[config.mk]
export PLATFORM = sky130hd
export DESIGN_NAME = clarvi_regfile_sequencer
export DESIGN_NICKNAME = d
export VERILOG_FILES = /design/src/rtl/clarvi_regfile_sequencer_pkg.sv /design/src/rtl/clarvi_rf_write_splitter.sv /design/src/rtl/clarvi_regfile_sequencer.sv
export SDC_FILE = /design/constraint.sdc
export NUM_CORES = 1
export LEC_CHECK = 0
export CAP_MARGIN = 20
export CORE_ASPECT_RATIO = 0.8
export CORE_MARGIN = 4
export CORE_UTILIZATION = 35
export CTS_CLUSTER_SIZE = 28
export DETAILED_ROUTE_END_ITERATION = 7
export PLACE_DENSITY_LB_ADDON = 0.3
export REMOVE_ABC_BUFFERS = 1
export SYNTH_ARGS = -nofsm -noshare
export SYNTH_HDL_FRONTEND = slang
export SYNTH_SLANG_ARGS = --single-unit
[constraint.sdc]
create_clock -name clock_i -period 9.6 [get_ports clock_i]
set_input_delay 2.88 -clock clock_i [delete_from_list [all_inputs] [get_ports clock_i]]
set_output_delay 2.88 -clock clock_i [all_outputs]
set_load 0.01 [all_outputs]
[src/rtl/clarvi_regfile_sequencer_pkg.sv]
// clarvi_regfile_sequencer_pkg: shared register-part encoding and the zero register index
package clarvi_regfile_sequencer_pkg;
   typedef enum logic {PART_LO = 1'b0, PART_HI = 1'b1} part_t;
   localparam int unsigned ZERO_REG = 0;
endpackage

[src/rtl/clarvi_rf_write_splitter.sv]
// clarvi_rf_write_splitter: turns one 64-bit writeback into a low-part then high-part write
module clarvi_rf_write_splitter
   import clarvi_regfile_sequencer_pkg::*;
#(
   parameter int HALF_W = 32,
   parameter int ADDR_W = 5
) (
   input  logic                clock_i,
   input  logic                reset_i,
   input  logic                wb_valid_i,
   output logic                wb_ready_o,
   input  logic [ADDR_W-1:0]   wb_rd_i,
   input  logic [2*HALF_W-1:0] wb_data_i,
   output logic                rf_write_part_o,
   output logic [ADDR_W-1:0]   rf_write_register_o,
   output logic [HALF_W-1:0]   rf_data_in_o,
   output logic                rf_write_enable_o,
   output logic                busy_o,
   output logic [ADDR_W-1:0]   pend_rd_o
);
   typedef enum logic {W_IDLE, W_HI} wr_state_t;
   wr_state_t           state_q, state_d;
   logic [ADDR_W-1:0]   rd_q, rd_d;
   logic [HALF_W-1:0]   hi_q, hi_d;
   logic                idle, accept;
   assign idle   = state_q == W_IDLE;
   assign accept = idle && wb_valid_i;
   // next state: an accepted writeback parks its index and upper half for the second cycle
   always_comb begin
      state_d = accept ? W_HI : W_IDLE;
      rd_d    = accept ? wb_rd_i : rd_q;
      hi_d    = accept ? wb_data_i[2*HALF_W-1:HALF_W] : hi_q;
   end
   // state and capture registers
   always_ff @(posedge clock_i or posedge reset_i) begin
      if (reset_i) begin
         state_q <= W_IDLE;
         rd_q    <= '0;
         hi_q    <= '0;
      end else begin
         state_q <= state_d;
         rd_q    <= rd_d;
         hi_q    <= hi_d;
      end
   end
   assign wb_ready_o          = idle;
   assign rf_write_enable_o   = idle ? wb_valid_i : 1'b1;
   assign rf_write_part_o     = idle ? PART_LO : PART_HI;
   assign rf_write_register_o = idle ? wb_rd_i : rd_q;
   assign rf_data_in_o        = idle ? wb_data_i[HALF_W-1:0] : hi_q;
   assign busy_o              = !idle;
   assign pend_rd_o           = rd_q;
endmodule

[src/rtl/clarvi_regfile_sequencer.sv]
// clarvi_regfile_sequencer: presents a two-part register file as whole 64-bit registers
module clarvi_regfile_sequencer
   import clarvi_regfile_sequencer_pkg::*;
#(
   parameter int HALF_W = 32,
   parameter int ADDR_W = 5
) (
   input  logic                clock_i,
   input  logic                reset_i,
   input  logic                rd_req_valid_i,
   output logic                rd_req_ready_o,
   input  logic [ADDR_W-1:0]   rd_rs1_i,
   input  logic [ADDR_W-1:0]   rd_rs2_i,
   output logic                rd_rsp_valid_o,
   input  logic                rd_rsp_ready_i,
   output logic [2*HALF_W-1:0] rd_op1_o,
   output logic [2*HALF_W-1:0] rd_op2_o,
   input  logic                wb_valid_i,
   output logic                wb_ready_o,
   input  logic [ADDR_W-1:0]   wb_rd_i,
   input  logic [2*HALF_W-1:0] wb_data_i,
   output logic                rf_fetch_part_o,
   output logic [ADDR_W-1:0]   rf_fetch_register_1_o,
   output logic [ADDR_W-1:0]   rf_fetch_register_2_o,
   input  logic [HALF_W-1:0]   rf_data_out_1_i,
   input  logic [HALF_W-1:0]   rf_data_out_2_i,
   output logic                rf_write_part_o,
   output logic [ADDR_W-1:0]   rf_write_register_o,
   output logic [HALF_W-1:0]   rf_data_in_o,
   output logic                rf_write_enable_o
);
   typedef enum logic [1:0] {R_IDLE, R_HI, R_RESP} rd_state_t;
   rd_state_t             state_q, state_d;
   logic [ADDR_W-1:0]     rs1_q, rs1_d, rs2_q, rs2_d;
   logic [2*HALF_W-1:0]   op1_q, op1_d, op2_q, op2_d;
   logic                  wr_busy, hazard, idle, accept;
   logic [ADDR_W-1:0]     wr_pend;
   clarvi_rf_write_splitter #(.HALF_W(HALF_W), .ADDR_W(ADDR_W)) u_wr (
      .clock_i             (clock_i),
      .reset_i             (reset_i),
      .wb_valid_i          (wb_valid_i),
      .wb_ready_o          (wb_ready_o),
      .wb_rd_i             (wb_rd_i),
      .wb_data_i           (wb_data_i),
      .rf_write_part_o     (rf_write_part_o),
      .rf_write_register_o (rf_write_register_o),
      .rf_data_in_o        (rf_data_in_o),
      .rf_write_enable_o   (rf_write_enable_o),
      .busy_o              (wr_busy),
      .pend_rd_o           (wr_pend)
   );
   // a register with only its low part rewritten must not be fetched until the high part lands
   assign hazard = wr_busy && wr_pend != ADDR_W'(ZERO_REG) &&
                   (wr_pend == rd_rs1_i || wr_pend == rd_rs2_i);
   assign idle   = state_q == R_IDLE;
   assign accept = idle && rd_req_valid_i && !hazard;
   // next state: low halves captured on accept, high halves in R_HI, then hold until taken
   always_comb begin
      state_d = idle ? (accept ? R_HI : R_IDLE) :
                (state_q == R_HI) ? R_RESP : (rd_rsp_ready_i ? R_IDLE : R_RESP);
      rs1_d   = accept ? rd_rs1_i : rs1_q;
      rs2_d   = accept ? rd_rs2_i : rs2_q;
      op1_d   = accept ? {op1_q[2*HALF_W-1:HALF_W], rf_data_out_1_i} :
                (state_q == R_HI) ? {rf_data_out_1_i, op1_q[HALF_W-1:0]} : op1_q;
      op2_d   = accept ? {op2_q[2*HALF_W-1:HALF_W], rf_data_out_2_i} :
                (state_q == R_HI) ? {rf_data_out_2_i, op2_q[HALF_W-1:0]} : op2_q;
   end
   // read FSM state, captured indices and assembled operands
   always_ff @(posedge clock_i or posedge reset_i) begin
      if (reset_i) begin
         state_q <= R_IDLE;
         rs1_q   <= '0;
         rs2_q   <= '0;
         op1_q   <= '0;
         op2_q   <= '0;
      end else begin
         state_q <= state_d;
         rs1_q   <= rs1_d;
         rs2_q   <= rs2_d;
         op1_q   <= op1_d;
         op2_q   <= op2_d;
      end
   end
   assign rd_req_ready_o        = idle && !hazard;
   assign rd_rsp_valid_o        = state_q == R_RESP;
   assign rd_op1_o              = op1_q;
   assign rd_op2_o              = op2_q;
   assign rf_fetch_part_o       = idle ? PART_LO : PART_HI;
   assign rf_fetch_register_1_o = idle ? rd_rs1_i : rs1_q;
   assign rf_fetch_register_2_o = idle ? rd_rs2_i : rs2_q;
endmodule

==> impl_metrics.toml, run 1 <==
[run_status]
outcome = "completed"

[sta]
timing.fmax_ghz = 0.135
setup_viol = 0
tightestPinTransition_ns = 0.983
slew_viol_final = 0
period_needed_ns = 7.39
slew_headroom = 0.345
skew_ns = 0.0152
post-route-period-util = 0.769
rsz0062_at_grt = "no"
finalHoldViolations = 0
setup_tns_ns = 0

[power_and_ir_drop]
p_switching_mw = 1.07
max-vdd-ir-drop_v = 0.000178
powerDensity_nw_per_um2 = 303
clockPowerShare = 0.188
power_frac_seq = 0.364
p_int_mw = 2.39
combPwrFrac = 0.448
p_leak_nw = 4.70
switching_share = 0.309

[setup_path]
cp_data_arrival_time_ns = 4.51
critPathKind = "primary input to output pin"
critPathRequiredTime_ns = 6.72
start_kind = "primary input"
crit_top_cell = "clkdlybuf4s50_1"
cpPeakStageDelay_ns = 0.53
rr_startpoint = "state_q[0]$_DFF_PP0_"
cp-startpoint = "rd_rs2_i[4]"
worstPathMaxFanout = 3
end_kind = "output pin"
cp_top_family = "buffers and inverters"
reg2reg_slack_ns = 6.54
path_cells = "clkdlybuf4s50_1 -> xnor2_1 -> nand3_1 -> o22ai_1 -> a21oi_1 -> clkdlybuf4s50_1"
slowest_stage = "clkdlybuf4s50_1"
cp_num_buf_inv = 2

[cells_and_area]
final_cell_mix = "clkdlybuf4s50_1 (328), mux2_2 (202), dfrtp_1 (178), nand2_1 (32), clkbuf_16 (17)"
instances_no_fill = 1082
layout_commonest_cell = "clkdlybuf4s50_1"
area_growth_pct = 55.9
num-fill-cells = 1672
n_antenna_cell = 0
final_layout_size_suffix_gt1_frac = 0.310
nets = 949

[cts]
cts_sinks = 178
cts_tree = "yes"
htree_levels = 4
clk_latency_ns = 0.42
holdBufCountCts = 0
cts_root_buf = "clkbuf_16"
cts_setup_buffers = 0
clock_path_buffers = 2
clk_pin_slew_worst_paths_ns = 0.06
cts_resized = 0
cts_buffers = 17

[drt]
drtPass1Iterations = 4
vias_per_cell = 4.72
drt_iter0_drc = 238
drcViolationCount = 0
drtAntennaViolNets = 0
dr_total_vias = 5109
wl_um = 20300
wl_per_cell_um = 18.8

[yosys]
syn_inst = 475
synth_area_um2 = 7320
ys_ff_latch = 178
ys_warn_count = 0
synth_sequential_area_ratio = 0.608
yosysTopAreaCellShare = 0.608
avgSynthCellArea_um2 = 15.4
synth_area_leaders = "dfrtp_1 (61%), mux2_2 (31%), mux2_4 (2.1%)"
synth_cell_types = 22
synth.largest_area_cell = "dfrtp_1"

[floorplan]
chipWidth_um = 170
io_pins = 329
core_area_um2 = 20600
die_area_um2 = 23300
rows = 47
die_y_um = 137
initial_utilization = 0.355

[hold_path]
hold_start = "state_q[1]$_DFF_PP0_"
hold_path.class = "flop to flop"

[grt]
grt_pass1_wl_um = 31000
first_global_vias = 5527
grt_use_total = 0.169
grt.overflow.total = 0
antenna_found_initial = 0
grt_max_degree = 103

[placed_design]
port_buffers = 328
placedCellCount = 1050
gp_congestion = 0.783
dp_hpwl_um = 14900

[job]
drv_cap = 0
-- metrics by stage --
| step | instance area [um^2] | worst slack, ns | utilization | power [mW] | hold slack [ns] |
|---|---|---|---|---|---|
| finish | 11400 | 2.21 | 0.553 | 3.46 | 0.498 |
| global route | 11400 | 2.15 | 0.553 | 3.66 | 0.512 |
| CTS | 11400 | 2.20 | 0.552 | 3.51 | 0.507 |
| detailed placement | 10800 | 2.21 | 0.525 | 2.84 | 0.491 |
| global placement | 10800 | 2.24 | 0.525 | 2.79 | 0.476 |
| floorplan | 7190 | 1.89 | - | 1.93 | 0.447 |
-- cell usage after synthesis --
master and n:
a21bo_2 1, a21oi_1 3, and2_1 1, buf_1 4, buf_2 9, buf_4 4
buf_6 2, clkbuf_1 5, dfrtp_1 178, inv_1 3, inv_4 1, mux2_2 202
mux2_4 10, nand2_1 32, nand2b_1 1, nand3_1 2, nor2_1 2, nor2b_1 2
nor3_1 1, o22ai_1 1, or2_2 1, xnor2_1 10
-- cells by family after synthesis --
kind of cell	Yosys count	share of synthesized area
buffers and inverters	28	0.0203
xor gates and xnor gates	10	0.0120
DFF	178	0.608
AOI/OAI and AO/OA	5	0.00427
muxes	212	0.331
and+or+nand+nor	42	0.0238
-- final cells by class --
type | instances | area [um^2] | area share
flip-flops and latches | 178 | 4450 | 0.390
well taps | 269 | 337 | 0.0295
multi-input cells | 269 | 2730 | 0.239
clock inverters | 12 | 97.6 | 0.00855
repair buffers | 331 | 3320 | 0.291
inverters | 4 | 22.5 | 0.00197
clock buffers | 19 | 453 | 0.0397
-- metal layers --
metal,GRT usage,share of wire
met5,0,0
met3,0.0663,0.080
met2,0.274,0.49
met4,0.0550,0.022
met1,0.210,0.41
-- worst paths after layout --
check / endpoint / cells after the start
worst max-delay path: rd_req_ready_o / 6
worst min-delay path: state_q[1]$_DFF_PP0_ / 1
worst max register to register: rd_op1_o[25]$_DFFE_PP0P_ / 5
worst min register to register: state_q[1]$_DFF_PP0_ / 1
max in group asynchronous: rd_op1_o[57]$_DFFE_PP0P_ / 3
min in group asynchronous: rd_op1_o[62]$_DFFE_PP0P_ / 2
-- state kept, by name (all words and copies together) (netlist names) --
register	cells
rs1_q	5
u_wr.busy_o	1
rs2_q	5
u_wr.pend_rd_o	5
state_q	2
u_wr.hi_q	32
rd_op2_o	64
rd_op1_o	64
-- worst register-to-register path, cell delays in order, from the launching register on --
cell,delay (ns)
dfrtp_1,0.42
nor2_1,0.69
and2_1,0.22
a21bo_2,0.53
inv_4,0.61
mux2_2,0.48
-- power by group through the flow --
stage,sequential [mW],clock (mW),combinational [mW]
final,1.26,0.651,1.55
after global placement,1.25,0,1.54
after CTS,1.26,0.673,1.58
after detailed placement,1.27,0,1.57
after global routing,1.30,0.706,1.65
after floorplan,1.37,0,0.553
Note: power is estimated with default switching activity, not from simulation.
==> inputs of run 2 (changes only) <==
==> constraint.sdc (replaced) <==
create_clock -name clock_i -period 6.5 [get_ports clock_i]
set_input_delay 1.95 -clock clock_i [delete_from_list [all_inputs] [get_ports clock_i]]
set_output_delay 1.95 -clock clock_i [all_outputs]
set_load 0.01 [all_outputs]
==> impl_metrics.toml, run 2 (synthesis gave the netlist of run 1 again) <==
[cts]
cts_resized = 0
cts_tree = "yes"
cts_root_buf = "clkbuf_16"
clock_path_buffers = 2
cts_buffers = 17
htree_levels = 4
clk_latency_ns = 0.42
holdBufCountCts = 0
clk_pin_slew_worst_paths_ns = 0.07
cts_sinks = 178
cts_setup_buffers = 0

[power_and_ir_drop]
p_switching_mw = 1.63
power_frac_seq = 0.361
fin_total_pwr_mw = 5.16
max-vdd-ir-drop_v = 0.000242
p_leak_nw = 4.73
p_int_mw = 3.54
clockPowerShare = 0.194
switching_share = 0.315
combPwrFrac = 0.445
powerDensity_nw_per_um2 = 451

[setup_path]
cp_num_buf_inv = 2
cp-startpoint = "rd_rs2_i[4]"
start_kind = "primary input"
worstPathMaxFanout = 3
path_cells = "clkdlybuf4s50_1 -> xnor2_1 -> nand3_1 -> o22ai_1 -> a21oi_1 -> clkdlybuf4s50_1"
crit_cells = 6
critPathRequiredTime_ns = 4.55
crit_top_cell = "clkdlybuf4s50_1"
cpPeakStageDelay_ns = 0.51
critPathKind = "primary input to output pin"
rr_startpoint = "state_q[0]$_DFF_PP0_"
cp_data_arrival_time_ns = 3.56
ff2ff_path_depth = 5
r2r_end = "rd_op2_o[28]$_DFFE_PP0P_"
cp_top_family = "buffers and inverters"
slowest_stage = "clkdlybuf4s50_1"
reg2reg_slack_ns = 3.85
end_kind = "output pin"

[placed_design]
placed_area_um2 = 10900
dp_hpwl_um = 15000
port_buffers = 328
gp_congestion = 0.793
placedCellCount = 1051

[cells_and_area]
multi_input_area_um2 = 2730
nets = 949
instances_no_fill = 1083
num-fill-cells = 1673
finalInstanceArea_um2 = 11400
area_growth_pct = 56.3
final_layout_size_suffix_gt1_frac = 0.311
n_antenna_cell = 0
final_cell_mix = "clkdlybuf4s50_1 (328), mux2_2 (202), dfrtp_1 (178), nand2_1 (32), clkbuf_16 (17)"
seq_area_um2 = 4450
layout_commonest_cell = "clkdlybuf4s50_1"

[grt]
grt_pass1_wl_um = 31100
grt_max_degree = 100
antenna_found_initial = 0
grt_use_total = 0.169
first_global_vias = 5649
grt.overflow.total = 0

[hold_path]
whs_path_depth = 1
hold_start = "state_q[1]$_DFF_PP0_"
hold_path.class = "flop to flop"
min_to = "state_q[1]$_DFF_PP0_"

[drt]
drcViolationCount = 0
drtPass1Iterations = 5
vias_per_cell = 4.75
wl_per_cell_um = 19.0
dr_total_vias = 5139
drtAntennaViolNets = 0
wl_um = 20500
drt_iter0_drc = 201

[sta]
rsz0062_at_grt = "no"
post-route-period-util = 0.847
slew_headroom = 0.249
setup_viol = 0
timing.fmax_ghz = 0.182
finalHoldViolations = 0
period_needed_ns = 5.51
skew_ns = 0.0101
setup_tns_ns = 0
whs_ns = 0.496
tightestPinTransition_ns = 1.12
slew_viol_final = 0

[floorplan]
io_pins = 329
chipWidth_um = 170
initial_utilization = 0.355
die_y_um = 137
die_area_um2 = 23300
rows = 47
core_area_um2 = 20600

[run_status]
outcome = "completed"

[job]
drv_cap = 0
## run 2: changes by cell type in the layout (fill, tap and decap cells not counted), sizes merged
cell,before,now
clkinvlp,5,1
clkinv,2,6
inv,9,11
clkbuf,19,18
## run 2: area by class of cell
type,count,area share
Timing Repair Buffer,331,0.290
Clock inverter,14,0.0121
Clock buffer,18,0.0384
Multi-Input combinational cell,269,0.239
Inverter,4,0.00197
Tap cell,269,0.0294
Sequential cell,178,0.389
## run 2: power by group through the flow
stage | registers [mW] | logic, mW | clock network (mW)
after CTS | 1.87 | 2.33 | 1.03
final | 1.86 | 2.30 | 1.00
after floorplan | 2.03 | 0.817 | 0
after global placement | 1.85 | 2.29 | 0
after detailed placement | 1.88 | 2.32 | 0
after global routing | 1.92 | 2.44 | 1.08
## run 2: worst max path at each step
stage | endpoint | slack [ns]
floorplan | rd_op1_o[0]$_DFFE_PP0P_ | -0.28
global placement | rd_req_ready_o | 1.00
detailed placement | rd_req_ready_o | 0.99
CTS | rd_req_ready_o | 0.98
global route | rd_req_ready_o | 0.89
finish | rd_req_ready_o | 0.99
## run 2: routing by layer
layer,GRT usage,wire length (um),up-vias
met5,0,0,-
met4,0.0621,512,0
met3,0.0688,1870,35
met2,0.278,10200,180
met1,0.201,8000,2613
li1,-,-,2311
## run 2: worst reg2reg max path: cells and delay by family, from the launching register on
family,cells,cell delay [ns]
mux,1,0.48
compound gates,1,0.26
simple gates,2,0.94
flops,1,0.42
buf+inv,1,0.45
## run 2: stage by stage
| stage | utilization | setup slack, ns |
|---|---|---|
| finish | 0.554 | 0.993 |
| global route | 0.554 | 0.892 |
| CTS | 0.554 | 0.984 |
| detailed placement | 0.526 | 0.987 |
| global placement | 0.526 | 1.00 |
| floorplan | - | -0.280 |
